[src/rtl/axi_master_pkg.sv]
// Shared types and constants for the single-outstanding AXI4 burst initiator.
package axi_master_pkg;

   typedef enum logic [2:0] {
      IDLE  = 3'd0,
      WRITE = 3'd1,
      WRESP = 3'd2,
      READ  = 3'd3,
      DONE  = 3'd4
   } state_t;

   localparam logic [1:0] AXI_BURST_INCR  = 2'b01;

   localparam logic [1:0] AXI_RESP_OKAY   = 2'b00;
   localparam logic [1:0] AXI_RESP_EXOKAY = 2'b01;
   localparam logic [1:0] AXI_RESP_SLVERR = 2'b10;
   localparam logic [1:0] AXI_RESP_DECERR = 2'b11;

   // Larger encoding wins, so SLVERR/DECERR dominate OKAY/EXOKAY.
   function automatic logic [1:0] resp_worst(input logic [1:0] a, input logic [1:0] b);
      logic [1:0] w;
      if (a > b) begin
         w = a;
      end else begin
         w = b;
      end
      return w;
   endfunction

endpackage

[src/rtl/axi_burst_master.sv]
// AXI4 burst initiator: one command becomes one INCR burst, one transaction
// outstanding at a time. Write beats stream in from wr_*, read beats stream
// out on rd_*, and done/done_resp report completion with the worst response.
// Optional build macro AXI_MASTER_RLAST_CHECK_EN: count read beats, flag an
// early or missing rlast as SLVERR and end the read at the counted last beat.
module axi_burst_master
   import axi_master_pkg::*;
#(
   parameter  int G_DATAWIDTH = 32,
   parameter  int G_ADDRWIDTH = 10,
   parameter  int G_ID_WIDTH  = 4,
   parameter  int G_ID        = 0,
   localparam int G_WEWIDTH   = ((G_DATAWIDTH-1)/8)+1
)(
   input  logic                   s_aclk,
   input  logic                   s_aresetn,
   // command
   input  logic                   cmd_valid,
   output logic                   cmd_ready,
   input  logic                   cmd_write,
   input  logic [G_ADDRWIDTH-1:0] cmd_addr,
   input  logic [7:0]             cmd_len,
   // write beat source
   input  logic [G_DATAWIDTH-1:0] wr_data,
   input  logic [G_WEWIDTH-1:0]   wr_strb,
   input  logic                   wr_valid,
   output logic                   wr_ready,
   // read beat sink
   output logic [G_DATAWIDTH-1:0] rd_data,
   output logic                   rd_last,
   output logic                   rd_valid,
   input  logic                   rd_ready,
   // status
   output logic                   done,
   output logic [1:0]             done_resp,
   output logic                   busy,
   // AXI4 write address
   output logic [G_ID_WIDTH-1:0]  m_axi_awid,
   output logic [G_ADDRWIDTH-1:0] m_axi_awaddr,
   output logic [7:0]             m_axi_awlen,
   output logic [2:0]             m_axi_awsize,
   output logic [1:0]             m_axi_awburst,
   output logic                   m_axi_awvalid,
   input  logic                   m_axi_awready,
   // AXI4 write data
   output logic [G_DATAWIDTH-1:0] m_axi_wdata,
   output logic [G_WEWIDTH-1:0]   m_axi_wstrb,
   output logic                   m_axi_wlast,
   output logic                   m_axi_wvalid,
   input  logic                   m_axi_wready,
   // AXI4 write response
   input  logic [G_ID_WIDTH-1:0]  m_axi_bid,
   input  logic [1:0]             m_axi_bresp,
   input  logic                   m_axi_bvalid,
   output logic                   m_axi_bready,
   // AXI4 read address
   output logic [G_ID_WIDTH-1:0]  m_axi_arid,
   output logic [G_ADDRWIDTH-1:0] m_axi_araddr,
   output logic [7:0]             m_axi_arlen,
   output logic [2:0]             m_axi_arsize,
   output logic [1:0]             m_axi_arburst,
   output logic                   m_axi_arvalid,
   input  logic                   m_axi_arready,
   // AXI4 read data
   input  logic [G_ID_WIDTH-1:0]  m_axi_rid,
   input  logic [G_DATAWIDTH-1:0] m_axi_rdata,
   input  logic [1:0]             m_axi_rresp,
   input  logic                   m_axi_rlast,
   input  logic                   m_axi_rvalid,
   output logic                   m_axi_rready
);

   localparam logic [2:0]            C_AXSIZE = 3'($clog2(G_WEWIDTH));
   localparam logic [G_ID_WIDTH-1:0] C_ID     = G_ID_WIDTH'(G_ID);

   state_t                 state_r;
   logic [G_ADDRWIDTH-1:0] addr_r;
   logic [7:0]             len_r;
   logic [8:0]             cnt_r;      // 9 bits so len=255 reaches 256 beats
   logic                   aw_done_r;
   logic                   w_done_r;
   logic [1:0]             resp_r;
   logic                   done_r;
   logic                   busy_r;
   logic                   cmd_ready_r;
   logic                   awvalid_r;
   logic                   arvalid_r;

   logic                   in_write_s;
   logic                   in_read_s;
   logic                   last_beat_s;
   logic                   aw_hs_s;
   logic                   w_hs_s;
   logic                   ar_hs_s;
   logic                   r_hs_s;
   logic                   r_final_s;
   logic [1:0]             r_beat_resp_s;
   logic                   unused_id_s;

   // W is only offered until the last beat has been taken, even if AW lags.
   assign in_write_s  = (state_r == WRITE) && !w_done_r;
   assign in_read_s   = (state_r == READ);
   assign last_beat_s = (cnt_r == {1'b0, len_r});
   assign aw_hs_s     = awvalid_r && m_axi_awready;
   assign w_hs_s      = in_write_s && wr_valid && m_axi_wready;
   assign ar_hs_s     = arvalid_r && m_axi_arready;
   assign r_hs_s      = in_read_s && m_axi_rvalid && rd_ready;

`ifdef AXI_MASTER_RLAST_CHECK_EN
   // rlast must coincide with the counted last beat; any disagreement is an error.
   assign r_final_s     = last_beat_s;
   assign r_beat_resp_s = (m_axi_rlast != last_beat_s) ?
                          resp_worst(m_axi_rresp, AXI_RESP_SLVERR) : m_axi_rresp;
`else
   assign r_final_s     = m_axi_rlast;
   assign r_beat_resp_s = m_axi_rresp;
`endif

   // Response IDs are not checked: the constant ID is the only one ever issued.
   assign unused_id_s = ^{m_axi_bid, m_axi_rid};

   assign cmd_ready     = cmd_ready_r;
   assign done          = done_r;
   assign done_resp     = resp_r;
   assign busy          = busy_r;

   assign m_axi_awid    = C_ID;
   assign m_axi_awaddr  = addr_r;
   assign m_axi_awlen   = len_r;
   assign m_axi_awsize  = C_AXSIZE;
   assign m_axi_awburst = AXI_BURST_INCR;
   assign m_axi_awvalid = awvalid_r;

   assign m_axi_wdata   = wr_data;
   assign m_axi_wstrb   = wr_strb;
   assign m_axi_wlast   = last_beat_s;
   assign m_axi_wvalid  = in_write_s && wr_valid;
   assign wr_ready      = in_write_s && m_axi_wready;

   assign m_axi_bready  = (state_r == WRESP);

   assign m_axi_arid    = C_ID;
   assign m_axi_araddr  = addr_r;
   assign m_axi_arlen   = len_r;
   assign m_axi_arsize  = C_AXSIZE;
   assign m_axi_arburst = AXI_BURST_INCR;
   assign m_axi_arvalid = arvalid_r;

   assign rd_data       = m_axi_rdata;
   assign rd_last       = in_read_s && m_axi_rlast;
   assign rd_valid      = in_read_s && m_axi_rvalid;
   assign m_axi_rready  = in_read_s && rd_ready;

   // Transaction FSM with beat counter, response accumulation and registered status.
   always_ff @(posedge s_aclk) begin
      if (!s_aresetn) begin
         state_r     <= IDLE;
         addr_r      <= '0;
         len_r       <= 8'd0;
         cnt_r       <= 9'd0;
         aw_done_r   <= 1'b0;
         w_done_r    <= 1'b0;
         resp_r      <= AXI_RESP_OKAY;
         done_r      <= 1'b0;
         busy_r      <= 1'b0;
         cmd_ready_r <= 1'b0;
         awvalid_r   <= 1'b0;
         arvalid_r   <= 1'b0;
      end else begin
         done_r <= 1'b0;
         case (state_r)
            IDLE: begin
               cmd_ready_r <= 1'b1;
               if (cmd_valid && cmd_ready_r) begin
                  addr_r      <= cmd_addr;
                  len_r       <= cmd_len;
                  cnt_r       <= 9'd0;
                  aw_done_r   <= 1'b0;
                  w_done_r    <= 1'b0;
                  resp_r      <= AXI_RESP_OKAY;
                  busy_r      <= 1'b1;
                  cmd_ready_r <= 1'b0;
                  if (cmd_write) begin
                     awvalid_r <= 1'b1;
                     state_r   <= WRITE;
                  end else begin
                     arvalid_r <= 1'b1;
                     state_r   <= READ;
                  end
               end
            end
            WRITE: begin
               if (aw_hs_s) begin
                  awvalid_r <= 1'b0;
                  aw_done_r <= 1'b1;
               end
               if (w_hs_s) begin
                  cnt_r <= cnt_r + 9'd1;
                  if (last_beat_s) begin
                     w_done_r <= 1'b1;
                  end
               end
               if ((aw_done_r || aw_hs_s) && (w_done_r || (w_hs_s && last_beat_s))) begin
                  state_r <= WRESP;
               end
            end
            WRESP: begin
               if (m_axi_bvalid) begin
                  resp_r  <= resp_worst(resp_r, m_axi_bresp);
                  done_r  <= 1'b1;
                  state_r <= DONE;
               end
            end
            READ: begin
               if (ar_hs_s) begin
                  arvalid_r <= 1'b0;
               end
               if (r_hs_s) begin
                  resp_r <= resp_worst(resp_r, r_beat_resp_s);
`ifdef AXI_MASTER_RLAST_CHECK_EN
                  cnt_r  <= cnt_r + 9'd1;
`endif
                  if (r_final_s) begin
                     done_r  <= 1'b1;
                     state_r <= DONE;
                  end
               end
            end
            DONE: begin
               busy_r      <= 1'b0;
               cmd_ready_r <= 1'b1;
               state_r     <= IDLE;
            end
            default: begin
               awvalid_r   <= 1'b0;
               arvalid_r   <= 1'b0;
               busy_r      <= 1'b0;
               cmd_ready_r <= 1'b0;
               state_r     <= IDLE;
            end
         endcase
      end
   end

endmodule

[config.mk]
export PLATFORM = sky130hd
export DESIGN_NAME = axi_burst_master
export DESIGN_NICKNAME = d
export VERILOG_FILES = /design/src/rtl/axi_master_pkg.sv /design/src/rtl/axi_burst_master.sv
export SDC_FILE = /design/constraint.sdc
export NUM_CORES = 1
export LEC_CHECK = 0
export ABC_AREA = 1
export ABC_CLOCK_PERIOD_IN_PS = 1640
export BUFFER_PORTS_ARGS = -buffer_cell sky130_fd_sc_hd__buf_2
export CORE_AREA = 3 3 93 95
export CTS_CLUSTER_SIZE = 12
export DETAILED_ROUTE_END_ITERATION = 6
export DIE_AREA = 0 0 96 98
export GPL_TIMING_DRIVEN = 0
export PLACE_DENSITY = 0.76
export RECOVER_POWER = 50
export SYNTH_ARGS = -nofsm -noshare
export SYNTH_HDL_FRONTEND = slang
export SYNTH_SLANG_ARGS = --single-unit
[constraint.sdc]
create_clock -name s_aclk -period 1.64 [get_ports s_aclk]
set_input_delay 0.082 -clock s_aclk [delete_from_list [all_inputs] [get_ports s_aclk]]
set_output_delay 0.082 -clock s_aclk [all_outputs]
set_load 0.02 [all_outputs]
Yosys cells after proc, flatten, opt, wreduce, memory -nomap -nowiden
Index checks and enable logic that the tools add are counted.
{"block": "totals", "output_inout_bits": 136, "input_bits": 110, "register_bits": 39}
{"block": "op_classes", "add_sub_neg": 1, "bitwise_logic": 3, "magnitude_cmp": 2, "reduce_logical": 31, "mux": 38, "eq_ne": 18}
{"op": "$ne A2 B2 Y1 const B", "count": 10}
{"op": "$mux W9", "count": 2}
{"op": "$pmux W9 S2", "count": 1}
{"op": "$mux W1", "count": 15}
{"op": "$mux W3", "count": 5}
{"op": "$logic_and A1 B1 Y1", "count": 13}
{"op": "$mux W2", "count": 6}
{"op": "$pmux W3 S4", "count": 1}
{"op": "$reduce_and A4 Y1", "count": 3}
{"op": "$add A9 B1 Y9 const B", "count": 1}
{"op": "$eq A9 B8 Y1", "count": 1}
{"op": "$pmux W1 S3", "count": 3}
{"op": "$reduce_or A3 Y1", "count": 3}
{"op": "$pmux W1 S2", "count": 4}
{"op": "$eq A3 B2 Y1 const B", "count": 2}
{"op": "$ne A2 B1 Y1 const B", "count": 3}
{"op": "$pmux W2 S3", "count": 1}
{"op": "$reduce_and A3 Y1", "count": 2}
{"op": "$reduce_and A6 Y1", "count": 1}
{"op": "$reduce_and A5 Y1", "count": 1}
{"op": "$gt A2 B2 Y1", "count": 2}
{"op": "$reduce_and A2 Y1", "count": 2}
{"op": "$eq A3 B1 Y1 const B", "count": 1}
{"op": "$eq A3 B3 Y1 const B", "count": 1}
{"op": "6 further kinds", "count": 9}

Logic depth before layout (Yosys ltp)
Gate-level depths: netlist of the first run.
{"block": "logic_depth", "word_depth": 9, "ltp_mapped": 12}

Least setup slack after synthesis of the first run
No wires, ideal clock.
{"block": "synth_path", "path_type": "register to register", "from": "reg resp_r[0], in the netlist done_resp[0]", "to": "reg resp_r[0], in the netlist done_resp[0]", "t_required_ns": 1.524, "setup_time_ns": 0.116, "stages_incl_launch_ff": 10, "period_less_slack_ns": 1.457, "arrival_ns": 1.341, "slack_ns": 0.183, "path_cell_list": "dfxtp_1 > inv_1 > ha_1 > nand2_1 > nand3_1 > nand2_1 > nor3_1 > nand2_1 > o21ai_0 > nor2_1"}
{"block": "synth_between", "elab_chain_cells": 3, "word_cells_on_any_way": 5, "cone_classes": "order compare: 2; eq/ne: 2; reduce/logical: 1"}
{"element": "start: declaration", "line": "axi_burst_master.sv:82", "text": "logic [1:0] resp_r;"}
{"element": "start signal: assignment", "line": "axi_burst_master.sv:209", "text": "resp_r <= resp_worst(resp_r, m_axi_bresp);"}
{"element": "start signal: assignment", "line": "axi_burst_master.sv:219", "text": "resp_r <= resp_worst(resp_r, r_beat_resp_s);"}
{"element": "$gt A2 B2 Y1", "line": "axi_master_pkg.sv:22", "text": "if (a > b) begin"}
{"element": "$ne A2 B2 Y1 (no line)"}
{"element": "$reduce_and A6 Y1 (no line) (*)"}
Mark *: on every way between the ends. The rest lies on a longest branch, timed or not.
A chain may end at the register's enable or synchronous reset.

Final worst setup path of the first run
{"block": "layout_path", "from": "reg state_r[0]", "to": "reg len_r[6], in the netlist m_axi_arlen[6]"}
{"block": "layout_between", "elab_chain_cells": 2}
{"element": "start: declaration", "line": "axi_burst_master.sv:76", "text": "state_t state_r;"}
{"element": "start signal: assignment", "line": "axi_burst_master.sv:157", "text": "state_r <= IDLE;"}
{"element": "start signal: assignment", "line": "axi_burst_master.sv:185", "text": "state_r <= WRITE;"}
{"element": "start signal: assignment", "line": "axi_burst_master.sv:188", "text": "state_r <= READ;"}
{"element": "$logic_not A3 Y1", "line": "axi_burst_master.sv:171", "text": "case (state_r)"}
{"element": "$reduce_and A2 Y1 (no line)"}
{"element": "end signal: assignment", "line": "axi_burst_master.sv:176", "text": "len_r <= cmd_len;"}
{"element": "end: declaration", "line": "axi_burst_master.sv:78", "text": "logic [7:0] len_r;"}
No other way between the ends.

==> qor.yml, run 1 <==
crit_slowest_cell: "dfxtp_1"
dieArea_um2: 9410
synth_cells: 417
drc: 0
finClkSkew_ns: 0.00804
row_count: 32
r2r_cells: 8
cp-endpoint: "m_axi_arlen[6]"
min_period_ns: 1.57
dpl_worst_slack_ns: -0.0379
die_x_um: 96
slew_violations: 0
port_buffers: 151
yosys_register_bits: 39
path_common_cell: "nand2_4"
nets: 707
cts_buffers: 5
die_h_um: 98
diodes: 0
p_leak_nw: 1.98
synthMuxAreaShare_pct: 0
synthFlopType: "dfxtp_1"
syn_area_um2: 2890
grt_max_degree: 13
synthAdderAreaFrac_pct: 2.17
nFillCells: 810
routedWlPerCell_um: 11.6
yosysMostFrequentCell: "buf_4"
hold_viol: 0
ff_latch_area_um2: 790
antenna_found_initial: 0
ys_warn_count: 0
finalCritPeriodShare_pct: 96.0
ctsHtreeMaxLevel: 2
io_pins: 246
hold_buffers: 0
yosysTopAreaCell: "dfxtp_1"
worst-r2r-setup-slack_ns: 0.07
cts_root_buffer: "clkbuf_8"
vias_per_cell: 4.36
rr_startpoint: "state_r[0]"
setup_tns_ns: 0
start_util_pct: 37.0
clk_latency_ns: 0.30
drive_above_1_share_pct: 38.4
yosys-top-cells-count: "buf_4 (104), nand2_1 (69), inv_1 (45)"
clockBufferDepth: 2
rsz0062_at_grt: "yes"
detail-route-antenna-nets: 0
core-area_um2: 7810
fin_ws_ns: 0.0653
p_per_area_nw_per_um2: 1360
areaGrowthSynthToFinish_pct: 36.0
critPathLaunch: "state_r[0]"
min_from: "cmd_addr[9]"
synth_top_family_by_area: "buffers and inverters"
outcome: "completed"
synth_top_area_share_pct: 27.1
synthSimpleGateAreaFrac_pct: 24.6
slowest_delay_ns: 0.32
cp_cell_sequence: "buf_6 -> inv_2 -> nand2_4 -> inv_1 -> nand2_4 -> clkbuf_4 -> o21ai_0 -> a21oi_1"
ys_types: 30
cp.arrival_ns: 1.76
numClockSinks: 39
ir_worst_vdd_v: 0.000784
synth_compound_area_share_pct: 10.9
seq_area_frac_synth_pct: 27.1
max_freq_mhz: 635
grt_pass1_wl_mm: 12.5
async_flop_share_pct: 0
worstSetupEndpointType: "flop"
gp_congestion: 0.866
grt_pass1_vias: 2834
routed_wl_mm: 8.09
dp_hpwl_mm: 6.81
dr.pass1.iters: 4
max_cap_violations: 0
synth_enable_flop_cells: 0
cp.required_ns: 1.82
grt-ovfl-total: 0
grt_usage_pct: 16.3
hold_class: "input pin to flop"
fin_util_pct: 50.3
critPathKind: "flop to flop"
vias: 3027
cts.clk_slew.worst_paths_ns: 0.08
synth-xor-area-share_pct: 0
syn_area_per_cell_um2: 6.92
reg2reg_to: "m_axi_arlen[6]"
cts_tree: "yes"
start_kind: "flop"
multi_input_area_um2: 1190
setup_violations: 0
drt_iter0_drc: 76
synth.area.top_cells: "dfxtp_1 (27%), buf_4 (27%), nand2_1 (9.0%), inv_1 (5.9%), a21oi_1 (5.6%)"
critPathMaxFanout: 10
sequential cells by signal, summed over array words and instances (netlist names):
register       count
m_axi_araddr      10
cnt_r              9
m_axi_arlen        8
state_r            3
done_resp          2
aw_done_r          1
busy               1
cmd_ready          1
done               1
m_axi_arvalid      1
m_axi_awvalid      1
w_done_r           1
kinds of logic after synthesis:
logic type / count (synthesis)
fa+ha+maj: 5
other cells: 2
simple gates: 151
compound gates: 58
buf+inv: 162
flops: 39
what timing repair did:
| item | CTS | global route |
|---|---|---|
| pin swaps | 1 | 2 |
| setup endpoints to repair | 3 | 16 |
| resized for setup | 1 | 18 |
| endpoints found under the hold margin | 0 | 0 |
| buffers inserted | 1 | 0 |
where the power goes:
group / switching (mW) / leakage (nW) / internal, mW / total, mW
clock: 0.359 / 0.0654 / 0.609 / 0.968
sequential: 0.170 / 0.320 / 1.14 / 1.31
combinational: 1.96 / 1.59 / 1.10 / 3.06
final cells by class:
class                      instances  area share (%)
timing repair buffer             152            17.1
clock inverter                     2            1.53
inverter                          50            4.78
clock buffer                       6            1.85
sequential                        39            20.1
multi-input combinational        232            30.3
buffer                           112            21.0
tap                              102            3.25
worst min path at each step:
stage,end,slack [ns],cells past startpoint
finish,m_axi_araddr[9],0.05,3
global route,m_axi_araddr[9],0.05,3
CTS,m_axi_araddr[5],0.05,3
detailed placement,m_axi_araddr[5],0.36,3
global placement,m_axi_araddr[4],0.36,3
floorplan,m_axi_arlen[0],0.22,2
worst max-delay path, delay by kind of cell (launching register included):
kind	cells	cell delay (ns)
buffers and inverters	4	0.65
DFF	1	0.32
and+or+nand+nor	2	0.22
AOI/OAI and AO/OA	2	0.25
stage by stage:
stage                     instance area, um^2  hold slack (ns)  std cells  total power [mW]
after floorplan                          2950            0.220        433              3.52
after global placement                   3830            0.356        686              4.23
after detailed placement                 3830            0.360        686              4.30
after CTS                                3970           0.0451        695              5.29
after global routing                     3920           0.0474        695              5.72
final                                    3920           0.0509        695              5.34
layout by cell type (no fill, tap or decap), types with 7 or more instances in the layout:
cell type    n
buf_4      106
dfxtp_1     34
o21ai_0     15
clkbuf_1    79
nand2_1     67
nor2_1      24
conb_1      18
nand3_1     21
inv_1       44
nand2_2      7
nor2_4       7
nor3_1       9
a21oi_1     32
buf_2       77
layer usage:
layer / vias up / routed length (um) / global-route usage (%)
met5: - / 0 / 0
met4: 0 / 57 / 3.39
met3: 8 / 840 / 4.39
met2: 154 / 4220 / 30.4
met1: 1329 / 2970 / 18.0
li1: 1536 / - / -
Note: power is estimated with default switching activity, not from simulation.
==> run 2, diff against run 1 <==
--- a/config.mk
+++ b/config.mk
@@ -8,12 +8,14 @@
 export ABC_AREA = 1
 export ABC_CLOCK_PERIOD_IN_PS = 1640
 export BUFFER_PORTS_ARGS = -buffer_cell sky130_fd_sc_hd__buf_2
-export CORE_AREA = 3 3 93 95
+export CELL_PAD_IN_SITES_DETAIL_PLACEMENT = 1
+export CELL_PAD_IN_SITES_GLOBAL_PLACEMENT = 1
+export CORE_MARGIN = 3
+export CORE_UTILIZATION = 25
 export CTS_CLUSTER_SIZE = 12
 export DETAILED_ROUTE_END_ITERATION = 6
-export DIE_AREA = 0 0 96 98
 export GPL_TIMING_DRIVEN = 0
-export PLACE_DENSITY = 0.76
+export PLACE_DENSITY_LB_ADDON = 0.1
 export RECOVER_POWER = 50
 export SYNTH_ARGS = -nofsm -noshare
 export SYNTH_HDL_FRONTEND = slang
==> run 2 against run 1 <==
Die area is 37% higher. Non-clock buffer count is 3 higher. Critical endpoint unchanged. Highest routed layer unchanged. Count of clock-buffer cells in the layout stayed put.
==> qor.yml, run 2 (same netlist as run 1, synthesis figures left out) <==
min_from: "cmd_addr[1]"
layout_commonest_cell: "buf_4"
start_kind: "flop"
cp.arrival_ns: 1.72
worstSetupEndpointType: "flop"
dpl_worst_slack_ns: -0.0464
finalCritPeriodShare_pct: 91.7
drt_iter0_drc: 41
detail-route-antenna-nets: 0
holdWs_ns: 0.0668
p_per_area_nw_per_um2: 1410
drc: 0
critPathBufInv: 4
setup_tns_ns: 0
drive_above_1_share_pct: 39.8
worst-r2r-setup-slack_ns: 0.14
vias_per_cell: 4.13
multi_input_area_um2: 1200
crit_slowest_cell: "dfxtp_1"
die_h_um: 113
outcome: "completed"
topRoutingLayerUsed: "met4"
nets: 710
max_freq_mhz: 665
relSlewSlack_pct: 65.5
gp_congestion: 0.840
grt-ovfl-total: 0
antenna_found_initial: 0
finClkSkew_ns: 0.00527
cp.required_ns: 1.85
critPathKind: "flop to flop"
ff_latch_area_um2: 793
grt_usage_pct: 13.7
fin_util_pct: 36.6
finalNonFillerCells: 736
fin_ws_ns: 0.136
critPathMaxFanout: 10
slew_violations: 0
die_x_um: 113
largest_reg_flops: 10
grt_pass1_wl_mm: 14.6
grt_max_degree: 13
port_buffers: 151
setup_violations: 0
dp_hpwl_mm: 7.87
min_period_ns: 1.50
hold_buffers: 0
slowest_delay_ns: 0.32
clk_latency_ns: 0.28
vias: 3042
diodes: 0
max_cap_violations: 0
cts.clk_slew.worst_paths_ns: 0.06
r2r_cells: 8
start_util_pct: 26.0
cp_cell_sequence: "buf_6 -> inv_4 -> nand2_4 -> clkinvlp_4 -> nand2_4 -> buf_2 -> o21ai_1 -> a21oi_1"
routedWlPerCell_um: 12.6
cts_buffers: 5
cts_root_buffer: "clkbuf_16"
met2_length_mm: 4.81
areaGrowthSynthToFinish_pct: 40.5
io_pins: 246
path_common_cell: "nand2_4"
numClockSinks: 39
hold_class: "input pin to flop"
ctsHtreeMaxLevel: 2
grt_pass1_vias: 3082
row_count: 38
ir_worst_vdd_v: 0.000537
routed_wl_mm: 9.24
hold_viol: 0
whs_path_depth: 3
wl_met1_mm: 3.72
clockBufferDepth: 2
nFillCells: 1496
rr_startpoint: "state_r[0]"
layout_common_cells: "buf_4 (109), clkbuf_1 (80), buf_2 (76)"
p_leak_nw: 2.00
hold_end: "m_axi_araddr[1]"
dp_cells: 724
tightest_slew_ns: 0.518
core-area_um2: 11100
dr.pass1.iters: 6
cts_tree: "yes"
dieArea_um2: 12900
route.met3.wl_um: 657
crit_family: "buffers and inverters"
reg2reg_to: "m_axi_arlen[6]"
## run 2: where the power goes
part / internal [mW] / leakage, nW / switching, mW / total, mW
Sequential: 1.15 / 0.322 / 0.174 / 1.32
Clock: 0.757 / 0.0868 / 0.396 / 1.15
Combinational: 1.20 / 1.59 / 2.04 / 3.24
## run 2: worst max path at each step
stage	slack, ns	cells past startpoint	from	endpoint
final	0.14	8	state_r[0]	m_axi_arlen[6]
after global routing	-0.03	9	state_r[1]	cnt_r[6]
after CTS	0.002	9	state_r[0]	cnt_r[6]
after detailed placement	-0.05	8	state_r[0]	m_axi_arlen[6]
after global placement	-0.07	8	state_r[0]	m_axi_arlen[6]
after floorplan	0.18	9	done_resp[0]	done_resp[0]
## run 2: through the flow
step	power, mW	instance area [um^2]
2_1_floorplan	3.52	2950
3_3_place_gp	4.34	3880
3_5_place_dp	4.38	3880
4_1_cts	5.58	4060
5_1_grt	6.19	4050
6_report	5.71	4050
## run 2: worst register-to-register path, stage by stage (launching register included)
cell	delay [ns]
dfxtp_1	0.32
buf_6	0.16
inv_4	0.06
nand2_4	0.12
clkinvlp_4	0.15
nand2_4	0.14
buf_2	0.24
o21ai_1	0.11
a21oi_1	0.14
## run 2: cell type report
| type | count | area share, % |
|---|---|---|
| Buffer | 112 | 20.3 |
| Clock buffer | 6 | 3.43 |
| Clock inverter | 2 | 0.864 |
| Inverter | 50 | 4.78 |
| Multi-Input combinational cell | 232 | 29.7 |
| Sequential cell | 39 | 19.6 |
| Tap cell | 140 | 4.32 |
| Timing Repair Buffer | 155 | 17.1 |
## run 2: per-layer routing
metal / track usage, % / vias up
li1: - / 1541
met2: 25.0 / 121
met1: 16.7 / 1371
met3: 3.45 / 9
met5: 0 / -
met4: 1.92 / 0
## run 2: timing repair
item / CTS / global route
pin swaps: 1 / 6
hold endpoints to repair: 0 / 0
resized for setup: 2 / 27
cloned: 0 / 0
endpoints found under the setup margin: 4 / 28
buffers inserted: 1 / 3
